===== config.mk =====
export PLATFORM = sky130hd
export DESIGN_NAME = game_flow_controller_flat
export DESIGN_NICKNAME = d
export VERILOG_FILES = /design/src/rtl/game_flow_controller_if.sv /design/src/rtl/game_flow_controller.sv /design/src/flat_wrapper.sv
export SDC_FILE = /design/constraint.sdc
export NUM_CORES = 1
export LEC_CHECK = 0
export BUFFER_PORTS_ARGS = -buffer_cell sky130_fd_sc_hd__buf_4
export CORE_MARGIN = 4
export CORE_UTILIZATION = 30
export CTS_CLUSTER_SIZE = 30
export DETAILED_ROUTE_END_ITERATION = 8
export PLACE_DENSITY_LB_ADDON = 0.15
export SLEW_MARGIN = 20
export SYNTH_ARGS = -nofsm -noshare
export SYNTH_HDL_FRONTEND = slang
export SYNTH_SLANG_ARGS = --single-unit

===== constraint.sdc =====
create_clock -name clk -period 3.28 [get_ports clk]
set_clock_uncertainty 0.05 [all_clocks]
set_input_delay 0.656 -clock clk [delete_from_list [all_inputs] [get_ports clk]]
set_output_delay 0.656 -clock clk [all_outputs]
set_load 0.02 [all_outputs]

===== src/rtl/game_flow_controller_if.sv =====
// rtl/game_flow_controller_if.sv - game event inputs and sequencing outputs of the game flow controller (optional GAME_FLOW_GOD_MODE_EN adds GodMode)
interface game_flow_controller_if;
  logic       startOfFrame;
  logic       startKey;
  logic       aliensReachedBorder;
  logic       playerHitByAlienPulse;
  logic [2:0] playerHitByRocket;
  logic       allAliensDead;
`ifdef GAME_FLOW_GOD_MODE_EN
  logic       GodMode;
`endif
  logic [2:0] state;
  logic [2:0] livesLeft;
  logic [2:0] level;
  logic       gameActive;
  logic       levelLoad;
  logic       playerRespawn;

  // Environment side: drives game events, observes sequencing controls
  modport master (
`ifdef GAME_FLOW_GOD_MODE_EN
    output GodMode,
`endif
    output startOfFrame, startKey, aliensReachedBorder, playerHitByAlienPulse,
    output playerHitByRocket, allAliensDead,
    input  state, livesLeft, level, gameActive, levelLoad, playerRespawn
  );

  // Controller side
  modport slave (
`ifdef GAME_FLOW_GOD_MODE_EN
    input  GodMode,
`endif
    input  startOfFrame, startKey, aliensReachedBorder, playerHitByAlienPulse,
    input  playerHitByRocket, allAliensDead,
    output state, livesLeft, level, gameActive, levelLoad, playerRespawn
  );
endinterface


===== src/rtl/game_flow_controller.sv =====
// rtl/game_flow_controller.sv - Space Invaders game sequencer: lives, level, phase; GAME_FLOW_GOD_MODE_EN enables GodMode
module game_flow_controller #(
  parameter int LIVES               = 3,
  parameter int RESPAWN_FRAMES      = 60,
  parameter int INTERMISSION_FRAMES = 120,
  parameter int MAX_LEVEL           = 4
) (
  input logic                    clk,
  input logic                    reset,
  game_flow_controller_if.slave  gf
);

  localparam logic [2:0] S_IDLE        = 3'd0;
  localparam logic [2:0] S_PLAYING     = 3'd1;
  localparam logic [2:0] S_HIT         = 3'd2;
  localparam logic [2:0] S_LEVEL_CLEAR = 3'd3;
  localparam logic [2:0] S_GAME_OVER   = 3'd4;
  localparam logic [2:0] S_WIN         = 3'd5;

  localparam logic [2:0] LIVES_INIT = 3'(LIVES);
  localparam logic [2:0] LEVEL_MAX  = 3'(MAX_LEVEL);
  localparam logic [7:0] RESP_LAST  = 8'(RESPAWN_FRAMES - 1);
  localparam logic [7:0] INTER_LAST = 8'(INTERMISSION_FRAMES - 1);

  logic [2:0] state_q, state_d;
  logic [2:0] lives_q, lives_d;
  logic [2:0] level_q, level_d;
  logic [7:0] frame_q, frame_d;
  logic       hit_prev_q, start_prev_q;
  logic       active_q, active_d;
  logic       load_q, load_d;
  logic       resp_q, resp_d;

  logic hit_edge, start_edge, god;

  assign hit_edge   = (gf.playerHitByRocket != 3'd0) && !hit_prev_q;
  assign start_edge = gf.startKey && !start_prev_q;

`ifdef GAME_FLOW_GOD_MODE_EN
  assign god = gf.GodMode;
`else
  assign god = 1'b0;
`endif

  // State and counter registers; edge detectors track their inputs in every state
  always_ff @(posedge clk) begin
    if (reset) begin
      state_q      <= S_IDLE;
      lives_q      <= LIVES_INIT;
      level_q      <= 3'd1;
      frame_q      <= 8'd0;
      hit_prev_q   <= 1'b0;
      // Sampling the key during reset makes a key held through reset look
      // already pressed, so only a fresh press afterwards starts a game.
      start_prev_q <= gf.startKey;
      active_q     <= 1'b0;
      load_q       <= 1'b0;
      resp_q       <= 1'b0;
    end else begin
      state_q      <= state_d;
      lives_q      <= lives_d;
      level_q      <= level_d;
      frame_q      <= frame_d;
      hit_prev_q   <= gf.playerHitByRocket != 3'd0;
      start_prev_q <= gf.startKey;
      active_q     <= active_d;
      load_q       <= load_d;
      resp_q       <= resp_d;
    end
  end

  // Next phase, lives, level and frame counter from prioritised game events
  always_comb begin
    state_d = state_q;
    lives_d = lives_q;
    level_d = level_q;
    frame_d = frame_q;
    case (state_q)
      S_IDLE, S_GAME_OVER, S_WIN: begin
        if (start_edge) begin
          state_d = S_PLAYING;
          lives_d = LIVES_INIT;
          level_d = 3'd1;
        end
      end
      S_PLAYING: begin
        if (gf.aliensReachedBorder || (gf.playerHitByAlienPulse && !god)) begin
          state_d = S_GAME_OVER;
          lives_d = 3'd0;
        end else if (hit_edge && !god) begin
          if (lives_q <= 3'd1) begin
            state_d = S_GAME_OVER;
            lives_d = 3'd0;
          end else begin
            state_d = S_HIT;
            lives_d = lives_q - 3'd1;
            frame_d = 8'd0;
          end
        end else if (gf.allAliensDead) begin
          state_d = S_LEVEL_CLEAR;
          frame_d = 8'd0;
        end
      end
      S_HIT: begin
        if (gf.startOfFrame) begin
          if (frame_q == RESP_LAST) begin
            state_d = S_PLAYING;
            frame_d = 8'd0;
          end else begin
            frame_d = frame_q + 8'd1;
          end
        end
      end
      S_LEVEL_CLEAR: begin
        if (gf.startOfFrame) begin
          if (frame_q == INTER_LAST) begin
            frame_d = 8'd0;
            if (level_q >= LEVEL_MAX) begin
              state_d = S_WIN;
            end else begin
              state_d = S_PLAYING;
              level_d = level_q + 3'd1;
            end
          end else begin
            frame_d = frame_q + 8'd1;
          end
        end
      end
      default: state_d = S_IDLE;
    endcase
  end

  // Control outputs derived from the phase transition being taken this cycle
  always_comb begin
    active_d = (state_d == S_PLAYING);
    load_d   = (state_d == S_PLAYING) && (state_q != S_PLAYING) && (state_q != S_HIT);
    resp_d   = (state_d == S_PLAYING) && ((state_q == S_HIT) || (state_q == S_LEVEL_CLEAR));
  end

  assign gf.state         = state_q;
  assign gf.livesLeft     = lives_q;
  assign gf.level         = level_q;
  assign gf.gameActive    = active_q;
  assign gf.levelLoad     = load_q;
  assign gf.playerRespawn = resp_q;

endmodule

===== src/flat_wrapper.sv =====
// flat-port wrapper written by rule: the top's interface ports become plain ports
module game_flow_controller_flat 
#(
  parameter int LIVES               = 3,
  parameter int RESPAWN_FRAMES      = 60,
  parameter int INTERMISSION_FRAMES = 120,
  parameter int MAX_LEVEL           = 4
)
  (clk, reset, gf_startOfFrame, gf_startKey, gf_aliensReachedBorder, gf_playerHitByAlienPulse, gf_playerHitByRocket, gf_allAliensDead, gf_state, gf_livesLeft, gf_level, gf_gameActive, gf_levelLoad, gf_playerRespawn);
  game_flow_controller_if gf_i ();
  input logic clk;
  input logic reset;
  input wire logic [$bits(gf_i.startOfFrame)-1:0] gf_startOfFrame;
  input wire logic [$bits(gf_i.startKey)-1:0] gf_startKey;
  input wire logic [$bits(gf_i.aliensReachedBorder)-1:0] gf_aliensReachedBorder;
  input wire logic [$bits(gf_i.playerHitByAlienPulse)-1:0] gf_playerHitByAlienPulse;
  input wire logic [$bits(gf_i.playerHitByRocket)-1:0] gf_playerHitByRocket;
  input wire logic [$bits(gf_i.allAliensDead)-1:0] gf_allAliensDead;
  output wire logic [$bits(gf_i.state)-1:0] gf_state;
  output wire logic [$bits(gf_i.livesLeft)-1:0] gf_livesLeft;
  output wire logic [$bits(gf_i.level)-1:0] gf_level;
  output wire logic [$bits(gf_i.gameActive)-1:0] gf_gameActive;
  output wire logic [$bits(gf_i.levelLoad)-1:0] gf_levelLoad;
  output wire logic [$bits(gf_i.playerRespawn)-1:0] gf_playerRespawn;
  assign gf_i.startOfFrame = gf_startOfFrame;
  assign gf_i.startKey = gf_startKey;
  assign gf_i.aliensReachedBorder = gf_aliensReachedBorder;
  assign gf_i.playerHitByAlienPulse = gf_playerHitByAlienPulse;
  assign gf_i.playerHitByRocket = gf_playerHitByRocket;
  assign gf_i.allAliensDead = gf_allAliensDead;
  assign gf_state = gf_i.state;
  assign gf_livesLeft = gf_i.livesLeft;
  assign gf_level = gf_i.level;
  assign gf_gameActive = gf_i.gameActive;
  assign gf_levelLoad = gf_i.levelLoad;
  assign gf_playerRespawn = gf_i.playerRespawn;
  game_flow_controller #(.LIVES(LIVES), .RESPAWN_FRAMES(RESPAWN_FRAMES), .INTERMISSION_FRAMES(INTERMISSION_FRAMES), .MAX_LEVEL(MAX_LEVEL)) u_core (.clk(clk), .reset(reset), .gf(gf_i));
endmodule

* After elaboration in Yosys (flattened, before gate mapping)
Cells that the tools add are included.
** Operators by class
- Muxes and demuxes :: 30
- $lt $le $gt $ge :: 2
- Equality and inequality tests :: 19
- Divide/modulo/power cells :: 0
- Bitwise gates (word level) :: 0
- $add $sub $neg :: 3
- Multipliers :: 0
- Reduce and logical (&&, ||, !) cells :: 18
- Shift operators :: 0
** Operators with widths (number)
- $mux W8 :: 8
- $mux W3 :: 18
- $pmux W8 S3 :: 1
- $pmux W3 S2 :: 2
- $pmux W3 S4 :: 1
- $add A8 B1 Y8 const B :: 1
- $eq A8 B6 Y1 const B :: 1
- $eq A8 B7 Y1 const B :: 1
- $ne A2 B2 Y1 const B :: 4
- $eq A3 B1 Y1 const B :: 2
- $eq A3 B2 Y1 const B :: 2
- $eq A3 B3 Y1 const B :: 2
- $ne A3 B1 Y1 const B :: 2
- $ne A3 B2 Y1 const B :: 2
- $reduce_and A6 Y1 :: 1
- $reduce_bool A3 Y1 :: 2
- $logic_and A1 B1 Y1 :: 5
- $reduce_and A5 Y1 :: 1
- $ne A2 B1 Y1 const B :: 2
- $reduce_bool A2 Y1 :: 2
- $add A3 B1 Y3 const B :: 1
- $ge A3 B3 Y1 const B :: 1
- $le A3 B1 Y1 const B :: 1
- $logic_not A3 Y1 :: 1
- 6 further kinds :: 8
** Storage, ports and cells
- Output and inout port bits :: 12
- RAM bits :: 0
- Flip-flop bits (word level) :: 22
- Bits in latches :: 0
- Memories :: 0
- Logic and storage cells :: 81
- ROM bits :: 0

* Depth between registers and ports, before layout
Gate-level depths: netlist of run 1.
- Depth after elaboration :: 8
- Mapped depth :: 7
- Mapped depth without buffers :: 7

* Worst setup path after synthesis of run 1
Ideal clock, no wire load.
- Kind :: input-to-reg
- Start point :: in gf_playerHitByRocket[1]
- End point :: reg u_core.frame_q[2]
- Path buffers :: 0
- Arrival :: 1.982 ns
- Library setup time :: 0.071 ns
- Required time :: 3.159 ns
- Stages on the path :: 5
- Path slack :: 1.177 ns
- Path through :: nor3_1 > nor4_1 > o31a_1 > or4b_1 > a21oi_1
** Between the ends
- Cells in the longest elaborated chain, start to end :: 5
- Elaborated cells between the ends (all ways) :: 8
** RTL lines
- start: declaration :: RTL line flat_wrapper.sv:17 : input wire logic [$bits(gf_i.playerHitByRocket)-1:0] gf_playerHitByRocket;
- $reduce_bool A3 Y1 (*) :: RTL line game_flow_controller.sv:36 : assign hit_edge = (gf.playerHitByRocket != 3'd0) && !hit_prev_q;
- $logic_and A1 B1 Y1 (*) :: RTL line game_flow_controller.sv:36
- $mux W8 :: RTL line game_flow_controller.sv:90 : end else if (hit_edge && !god) begin
- $mux W8 :: RTL line game_flow_controller.sv:87 : if (gf.aliensReachedBorder || (gf.playerHitByAlienPulse && !god)) begin
- $pmux W8 S3 :: RTL line game_flow_controller.sv:78 : case (state_q)
- end signal: assignment :: RTL line game_flow_controller.sv:63 : frame_q <= frame_d;
- end: declaration :: RTL line game_flow_controller.sv:28 : logic [7:0] frame_q, frame_d;
Every way passes the cells marked *; elsewhere a longest branch is shown, timed or not. The select of a mux whose other input is x is not followed.
A chain may end at the register's enable or synchronous reset.

* Worst setup path in the final report of run 1
- Start point :: reg u_core.state_q[0] (netlist: u_core.gf.state[0])
- End point :: reg u_core.frame_q[6]
** Between the ends
- Cells in the longest elaborated chain, start to end :: 3
- Elaborated cells between the ends (all ways) :: 11
** RTL lines
- start: declaration :: RTL line game_flow_controller.sv:25 : logic [2:0] state_q, state_d;
- start signal: assignment :: RTL line game_flow_controller.sv:60 : state_q <= state_d;
- $eq A3 B1 Y1 / $eq A3 B2 Y1 (equally long branches) :: RTL line game_flow_controller.sv:78
- $ne A3 B3 Y1 (no line), or another cell as far along
- $reduce_and A6 Y1 (no line)
Parallel ways exist; a longest one is shown, timed or not.

==> results of run 1 <==
==> layout make-up <==
type                            count  share of cell area (%)
Clock inverter                      1                    2.05
Clock buffer                        3                    2.82
Multi-Input combinational cell    109                    49.0
Timing Repair Buffer               21                    10.8
Inverter                            5                    1.28
Tap cell                           48                    4.10
Sequential cell                    22                    30.0
==> power breakdown <==
group	total, mW	switching (mW)	internal [mW]	leakage [nW]
combinational	0.0949	0.0526	0.0423	0.381
clock	0.256	0.0932	0.163	0.0357
sequential	0.289	0.0125	0.277	0.179
==> routing by layer <==
layer | track usage [%] | share of wire (%) | vias to the layer above
met5 | 0 | 0 | -
met4 | 5.01 | 1.0 | 0
met3 | 2.95 | 4.2 | 2
met2 | 19.8 | 46 | 15
met1 | 14.3 | 49 | 526
li1 | - | - | 564
==> worst max path at each step <==
stage | end | slack (ns) | cells after the start
2_1_floorplan | u_core.frame_q[2] | 1.18 | 5
3_3_place_gp | u_core.frame_q[6] | 0.89 | 6
3_5_place_dp | u_core.frame_q[6] | 0.85 | 6
4_1_cts | u_core.frame_q[6] | 1.07 | 5
5_1_grt | u_core.frame_q[4] | 0.88 | 5
6_report | u_core.frame_q[6] | 1.07 | 5
==> registers in the layout (all words and copies together) (netlist names) <==
register and flops:
u_core.frame_q 8, u_core.gf.gameActive 1, u_core.gf.level 3, u_core.gf.levelLoad 1
u_core.gf.livesLeft 3, u_core.gf.playerRespawn 1, u_core.gf.state 3, u_core.hit_prev_q 1
u_core.start_prev_q 1
==> worst reg2reg max path: stages (launching register included) <==
cell and delay (ns):
dfxtp_1 0.53, nor3b_4 0.33, nand2_2 0.13, o31ai_1 0.60, o21ai_0 0.21, a32o_1 0.25
==> per-stage QoR <==
step / cells / util [%] / area [µm²] / setup slack [ns] / hold slack, ns
finish: 209 / 38.9 / 1470 / 1.07 / 0.435
global placement: 205 / 37.0 / 1400 / 0.892 / 0.409
CTS: 209 / 38.9 / 1470 / 1.07 / 0.430
detailed placement: 205 / 37.0 / 1400 / 0.850 / 0.423
global route: 209 / 38.9 / 1470 / 0.881 / 0.423
floorplan: 140 / - / 1210 / 1.18 / 0.394
==> layout by cell type, fill, tap and decap left out, drive strengths merged, types with 5 or more instances in the layout <==
cell,instances
nor2,19
a21oi,9
nor2b,9
o21ai,9
buf,21
and3,5
inv,5
nor3,5
nor3b,5
nand2,6
a32o,5
dfxtp,22
==> kinds of logic after synthesis <==
logic type | Yosys count | share of synthesized area (%)
compound gates | 39 | 22.9
xor+xnor | 2 | 1.45
fa+ha+maj | 4 | 4.15
buf+inv | 9 | 4.04
flops | 22 | 36.5
simple gates | 64 | 31.0
==> results by group, run 1 <==
Clock tree
  • Clock buffer count from CTS: 3
  • Clock transition at path regs: ~0.090 ns
  • Max H-tree Level: 1
  • CTS tree: done
  • CTS root buffer: clkbuf_8
  • Max clock buf depth: 2
  • Clock Latency Late Sink: 0.27 ns
  • Post-CTS sizing: 0
  • # Post-CTS Setup Buffers: 0
  • Number of clock sinks: 22
  • Hold buffer count at cts: 0

Drt
  • DRT Pass-1 Iters: 5
  • Via-to-Cell Ratio: ~5.3
  • Vias: ~1100
  • Detail Route Antenna Nets: 0
  • First DRT Iteration DRCs: 13
  • Final wirelength: roughly 2800 µm
  • Routed len/inst: between 10 and 15 µm
  • Drc violations: 0

STA
  • Max Slew Vio Count: 0
  • Hold Fails Final Rpt: 0
  • Final setup viols: 0
  • Worst-Margin Slew: about 0.63 ns
  • Highest Clock Rate: 453 MHz
  • Relative slew margins: a little under three fifths
  • Final worst path period share: about 67%
  • Tmin final: roughly 2.2 ns
  • Setup TNS: 0 ns
  • RSZ-0062 raised after global routing: no

Setup path
  • R2r startpoint: u_core.gf.state[0]
  • Max FO, Critical Path: 10
  • Req. time, crit path: about 3.4 ns
  • CP Class: reg2reg
  • Worst Setup End Kind: flip-flop
  • Family with the most delay on the worst path: compound AO/OA/AOI/OAI gates
  • Worst path buffer plus inverter count: 0
  • RR Endpoint: u_core.frame_q[6]
  • Reg2reg setup slack: between 1 and 1.5 ns
  • Crit path launch type: flip-flop
  • Reg2reg path depth: 5
  • CP startpoint: u_core.gf.state[0]
  • CP max-delay cell: o31ai_1
  • Crit-path max cell delay: approximately 0.6 ns
  • Critical path, cell by cell: nor3b_4 > nand2_2 > o31ai_1 > o21ai_0 > a32o_1
  • Worst EP arrival: 2.32 ns

Synthesis
  • Synth area leaders: dfxtp_1, nor2_1, nor2b_1, a32o_1, ha_1
  • Mapped Cells: 140
  • Post-synth top flop: dfxtp_1
  • Mean post-synth cell area: roughly 8.6 µm²
  • Yosys warns: 0
  • Synth cell types: 38
  • Syn nets: 154
  • Post-synthesis cell area: 1210 µm²
  • Asr flop ratio synth: 0%
  • Yosys top cell area share: 36.5%
  • Yosys top cell by area: dfxtp_1
  • Post-synth top cells: dfxtp_1, nor2_1, a21oi_1, nor2b_1, o21ai_0
  • Flops & latches, synth: 22
  • Sequential cell area fraction in the yosys report: about 36%
  • Count leader, synth: dfxtp_1
  • Post-synth EDFFs: 0

GRT
  • Vias in the first global route: approximately 1100
  • First-pass GRT wire length: 4920 µm
  • Initial antenna violation count: 0
  • Largest net degree at the start of global routing: 27
  • Final global-route overflow total: 0
  • Gr usage total: a little under an eighth

Layout
  • Area of the multi-input gates: just over 700 µm²
  • Seq. cell area: about 440 µm²
  • Area Overhead vs Synth: 21.5%
  • Fill cells: 390
  • Layout cells sized above 1: 18.6%
  • Layout Nets: between 150 and 200
  • Antenna fix cells: 0

Die
  • Die Area: approximately 5100 µm²
  • CORE AREA: 3770 µm²
  • Die Y: roughly 71 µm
  • Die width: approximately 71 µm
  • Starting density of the core: 32.0%
  • Row count: 22
  • Top Ports: 22

Power and ir drop
  • Pwr per Cell Area: 437 nW/µm²
  • Pwr Total: 0.640 mW
  • Max rail drop VDD: 0.178 mV
  • Leakage Power: 0.596 nW

Hold path
  • Worst Hold Path EP: u_core.frame_q[1]
  • Hold path start: u_core.frame_q[1]
  • WHS Path Cells: 2
  • Hold WC Path Type: reg2reg

Placed design
  • DP HPWL: between 2000 and 2500 µm
  • I/O Buffers: 21
  • GP Congestion: around 0.74

Run status
  • Status: finished clean

Job
  • Maxcap violations: 0
(Power assumes the default switching activity.)
==> inputs of run 2 (changes only) <==
==> constraint.sdc (replaced) <==
create_clock -name clk -period 2.06 [get_ports clk]
set_clock_uncertainty 0.05 [all_clocks]
set_input_delay 0.412 -clock clk [delete_from_list [all_inputs] [get_ports clk]]
set_output_delay 0.412 -clock clk [all_outputs]
set_load 0.02 [all_outputs]
==> results by group, run 2 (same netlist as run 1, synthesis figures left out) <==
Layout
  • Seq. cell area: about 440 µm²
  • Finished Cell Area: 1590 µm²
  • Layout Nets: between 150 and 200
  • Antenna fix cells: 0
  • Fill cells: roughly 380
  • Max reg flops: 8
  • Area of the multi-input gates: 738 µm²
  • Area Overhead vs Synth: 31.3%
  • Commonest non-fill, non-tap cells in the layout: buf_4, dfxtp_1, nor2_1
  • Layout cells sized above 1: around 28%
  • Largest Register: u_core.frame_q
  • Commonest non-fill, non-tap cell in the layout: buf_4

Drt
  • Final wirelength: 2830 µm
  • First DRT Iteration DRCs: 38
  • Drc violations: 0
  • Vias: approximately 1100
  • Detail Route Antenna Nets: 0
  • Routed len/inst: approximately 13 µm
  • DRT Pass-1 Iters: 4
  • Via-to-Cell Ratio: 5.14

STA
  • Final setup viols: 0
  • Max Slew Vio Count: 0
  • Worst-Margin Slew: around 0.39 ns
  • Relative slew margins: 73.5%
  • Highest Clock Rate: between 500 and 600 MHz
  • Final worst path period share: between 90 and 100%
  • RSZ-0062 raised after global routing: yes
  • Setup TNS: 0 ns
  • Hold Fails Final Rpt: 0
  • Tmin final: roughly 2.0 ns

Clock tree
  • Number of clock sinks: 22
  • Max H-tree Level: 1
  • Hold buffer count at cts: 0
  • Clock buffer count from CTS: 3
  • Clock Latency Late Sink: between 0.2 and 0.3 ns
  • CTS root buffer: clkbuf_8
  • Max clock buf depth: 2
  • CTS tree: done
  • Clock transition at path regs: around 0.09 ns

Die
  • Top Ports: 22
  • CORE AREA: between 3000 and 4000 µm²
  • Starting density of the core: between 30% and 40%
  • Die width: just over 70 µm
  • Die Y: 71.4 µm
  • Die Area: a little over 5000 µm²
  • Row count: 22

Setup path
  • Req. time, crit path: 2.21 ns
  • RR Endpoint: u_core.frame_q[2]
  • Reg2reg path depth: 7
  • Worst Setup End Kind: flip-flop
  • Crit path launch type: flip-flop
  • CP Class: reg2reg
  • Max FO, Critical Path: 5
  • R2r startpoint: u_core.gf.livesLeft[1]
  • Reg2reg setup slack: around 0.070 ns
  • Family with the most delay on the worst path: compound AO/OA/AOI/OAI gates
  • Worst EP arrival: around 2.1 ns
  • Critical path, cell by cell: inv_2 > ha_2 > o21ba_4 > nor4_2 > o31a_1 > or4b_1 > a21oi_1
  • CP max-delay cell: or4b_1
  • Crit-path max cell delay: 0.53 ns
  • Worst path buffer plus inverter count: 1

GRT
  • Vias in the first global route: 1172
  • Initial antenna violation count: 0
  • First-pass GRT wire length: ~5000 µm
  • Gr usage total: between 10% and 20%
  • Largest net degree at the start of global routing: 27
  • Final global-route overflow total: 0

Placed design
  • DP HPWL: 2130 µm
  • Placed Area: ~1500 µm²
  • I/O Buffers: 21
  • GP Congestion: around 0.75

Power and ir drop
  • Max rail drop VDD: 0.280 mV
  • Leakage Power: 0.661 nW
  • Pwr Total: 1.05 mW
  • Pwr per Cell Area: 660 nW/µm²

Hold path
  • Hold path start: gf_startKey
  • Worst Hold Path EP: u_core.start_prev_q
  • Hold WC Path Type: in2reg
  • WHS Path Cells: 1

Job
  • Maxcap violations: 0

Run status
  • Status: finished clean
run 2: cell count changes in the layout (fill, tap and decap cells not counted), sizes merged:
| cell | before | now |
|---|---|---|
| buf | 21 | 34 |
run 2: worst max path at each step:
stage,endpoint,from,cells after the start
2_1_floorplan,u_core.frame_q[2],u_core.gf.state[0],6
3_3_place_gp,u_core.frame_q[2],gf_playerHitByAlienPulse,6
4_1_cts,u_core.frame_q[2],u_core.gf.livesLeft[1],7
3_5_place_dp,u_core.frame_q[4],gf_playerHitByRocket[1],6
5_1_grt,u_core.frame_q[2],u_core.gf.livesLeft[1],7
6_report,u_core.frame_q[2],u_core.gf.livesLeft[1],7
run 2: final cells by class:
cell class / count / area share, %
multi-input combinational: 109 / 46.6
sequential: 22 / 27.9
timing repair buffer: 34 / 16.1
tap: 48 / 3.79
clock buffer: 3 / 2.60
clock inverter: 1 / 1.89
inverter: 5 / 1.18
run 2: metrics by stage:
stage / hold slack [ns] / worst slack, ns / instances / utilization, %
floorplan: 0.390 / 0.0603 / 140 / -
global placement: 0.414 / 0.0674 / 217 / 39.4
detailed placement: 0.424 / 0.0116 / 217 / 39.4
CTS: 0.188 / 0.0232 / 221 / 41.3
global route: 0.181 / -0.0276 / 222 / 42.0
finish: 0.191 / 0.0702 / 222 / 42.0
run 2: power breakdown:
| group | switching, mW | total, mW | internal, mW |
|---|---|---|---|
| Combinational | 0.0931 | 0.178 | 0.0848 |
| Sequential | 0.0155 | 0.456 | 0.440 |
| Clock | 0.153 | 0.413 | 0.260 |
| Total | 0.262 | 1.05 | 0.785 |
run 2: timing repair:
action | in CTS | in global routing
resized for setup | 0 | 5
buffers inserted | 0 | 1
setup endpoints to repair | 0 | 8
run 2: worst register-to-register path, delay by kind of cell, from the launching register on:
family,cells,cell delay (ns)
flip-flops,1,0.37
AO/OA/AOI/OAI,3,0.72
buffers and inverters,1,0.05
AND/OR/NAND/NOR,2,0.58
adder cells (fa/ha/maj),1,0.16
run 2: layer usage:
metal | track usage (%) | vias up | part of all wire [%]
li1 | - | 588 | -
met5 | 0 | - | 0
met3 | 3.23 | 5 | 4.7
met2 | 19.5 | 22 | 43
met4 | 5.43 | 0 | 1.9
met1 | 14.7 | 527 | 50
==> inputs of run 3 (changes only) <==
--- a/config.mk
+++ b/config.mk
@@ -7,7 +7,7 @@
 export LEC_CHECK = 0
 export BUFFER_PORTS_ARGS = -buffer_cell sky130_fd_sc_hd__buf_4
 export CORE_MARGIN = 4
-export CORE_UTILIZATION = 30
+export CORE_UTILIZATION = 49
 export CTS_CLUSTER_SIZE = 30
 export DETAILED_ROUTE_END_ITERATION = 8
 export PLACE_DENSITY_LB_ADDON = 0.15
==> results by group, run 3 (same netlist as run 1, synthesis figures left out) <==
Run status
  • Status: finished clean

STA
  • RSZ-0062 raised after global routing: yes
  • Final worst path period share: between 90% and 100%
  • Relative slew margins: between 60% and 70%
  • Final setup viols: 0
  • WHS: 0.155 ns
  • Setup TNS: 0 ns
  • Highest Clock Rate: 499 MHz
  • Tmin final: 2.00 ns
  • Hold Fails Final Rpt: 0
  • Worst-Margin Slew: between 0.5 and 0.6 ns
  • Max Slew Vio Count: 0

Setup path
  • CP Class: reg2reg
  • Req. time, crit path: 2.27 ns
  • Worst Setup End Kind: flip-flop
  • Worst EP arrival: roughly 2.2 ns
  • Crit path launch type: flip-flop
  • Max FO, Critical Path: 5

Placed design
  • GP Congestion: 0.807
  • Placed Area: ~1400 µm²
  • Inst Count DP: approximately 200
  • I/O Buffers: 21
  • DP HPWL: roughly 2100 µm

Clock tree
  • Number of clock sinks: 22
  • CTS tree: done
  • Clock buffer count from CTS: 3
  • Hold buffer count at cts: 0
  • CTS root buffer: clkbuf_4
  • Clock Latency Late Sink: 0.31 ns
  • Max H-tree Level: 1
  • Clock transition at path regs: between 0.1 and 0.15 ns
  • Max clock buf depth: 2

Power and ir drop
  • Max rail drop VDD: approximately 0.63 mV
  • Leakage Power: between 0.6 and 0.7 nW
  • Pwr per Cell Area: about 640 nW/µm²

Layout
  • Fin util: approximately two thirds
  • Layout cells sized above 1: between 20% and 30%
  • Antenna fix cells: 0
  • Finished Cell Area: 1510 µm²
  • Largest Register: u_core.frame_q
  • Fill cells: slightly below 200
  • Seq. cell area: about 440 µm²
  • Commonest non-fill, non-tap cell in the layout: buf_4
  • Area Overhead vs Synth: 25.2%
  • Max reg flops: 8
  • Area of the multi-input gates: between 700 and 800 µm²
  • Commonest non-fill, non-tap cells in the layout: buf_4, dfxtp_1, nor2_1
  • Final cell count without fillers: 200
  • Layout Nets: around 190

Drt
  • First DRT Iteration DRCs: 40
  • Drc violations: 0
  • Detail Route Antenna Nets: 0
  • Final wirelength: 2740 µm
  • Vias: between 1000 and 1500
  • DRT Pass-1 Iters: 4
  • Routed len/inst: 13.7 µm
  • Via-to-Cell Ratio: 5.74

Job
  • Maxcap violations: 0

Hold path
  • Hold WC Path Type: in2reg

GRT
  • Gr usage total: 17.6%
  • First-pass GRT wire length: ~4800 µm
  • Initial antenna violation count: 0
  • Routing usage on met1: a little under a quarter
  • Grt peak-use layer: met2
  • Vias in the first global route: approximately 1100
  • Largest net degree at the start of global routing: 27
  • Grt met2 use: 29.5%
  • Met3 usage: under 10%
  • Final global-route overflow total: 0

Die
  • Die Area: 3320 µm²
  • Top Ports: 22
  • Row count: 17
  • CORE AREA: approximately 2300 µm²
  • Starting density of the core: between 50 and 60%
  • Die Y: between 50 and 60 µm
  • Die width: between 50 and 60 µm
[run 3: routing by layer]
layer | wire (µm) | vias to the layer above
met1 | 1340 | 538
met5 | 0 | -
li1 | - | 585
met2 | 1240 | 23
met4 | 18 | 0
met3 | 134 | 2
[run 3: final cells by class]
cell class / instances / area share, %
clock inverter: 1 / 1.99
timing repair buffer: 32 / 15.9
tap: 28 / 2.32
multi-input combinational: 109 / 47.8
inverter: 5 / 1.24
clock buffer: 3 / 1.49
sequential: 22 / 29.2
[run 3: timing repair]
item                                    in CTS  in global routing
gates resized for setup                      0                  2
setup buffers                                0                  1
endpoints found under the setup margin       0                  8
[run 3: critical path, cell delays in order (launching register included)]
cell and delay (ns):
dfxtp_2 0.36, inv_1 0.05, ha_1 0.16, o21ba_2 0.25, nor4_1 0.06, o31a_1 0.35, or4b_1 0.53, a21oi_2 0.14
[run 3: worst paths after layout]
kind                                             start             endpoint  slack (ns)  cells after the start
worst max-delay path            u_core.gf.livesLeft[1]    u_core.frame_q[2]        0.06                      7
worst min-delay path                       gf_startKey  u_core.start_prev_q        0.16                      1
worst max register to register  u_core.gf.livesLeft[1]    u_core.frame_q[2]        0.06                      7
worst min register to register      u_core.gf.level[1]   u_core.gf.level[1]        0.44                      2
[run 3: where the power goes]
part | switching, mW | internal (mW) | leakage [nW]
Clock | 0.137 | 0.197 | 0.0279
Combinational | 0.0907 | 0.0801 | 0.436
Sequential | 0.0155 | 0.441 | 0.178
Total | 0.243 | 0.718 | 0.642
[run 3: stage by stage]
step                      setup slack (ns)  total power [mW]
after floorplan                     0.0603             0.570
after global placement              0.0512             0.631
after detailed placement            0.0542             0.635
after CTS                           0.0561             0.967
after global routing               -0.0451              1.01
final                               0.0559             0.961
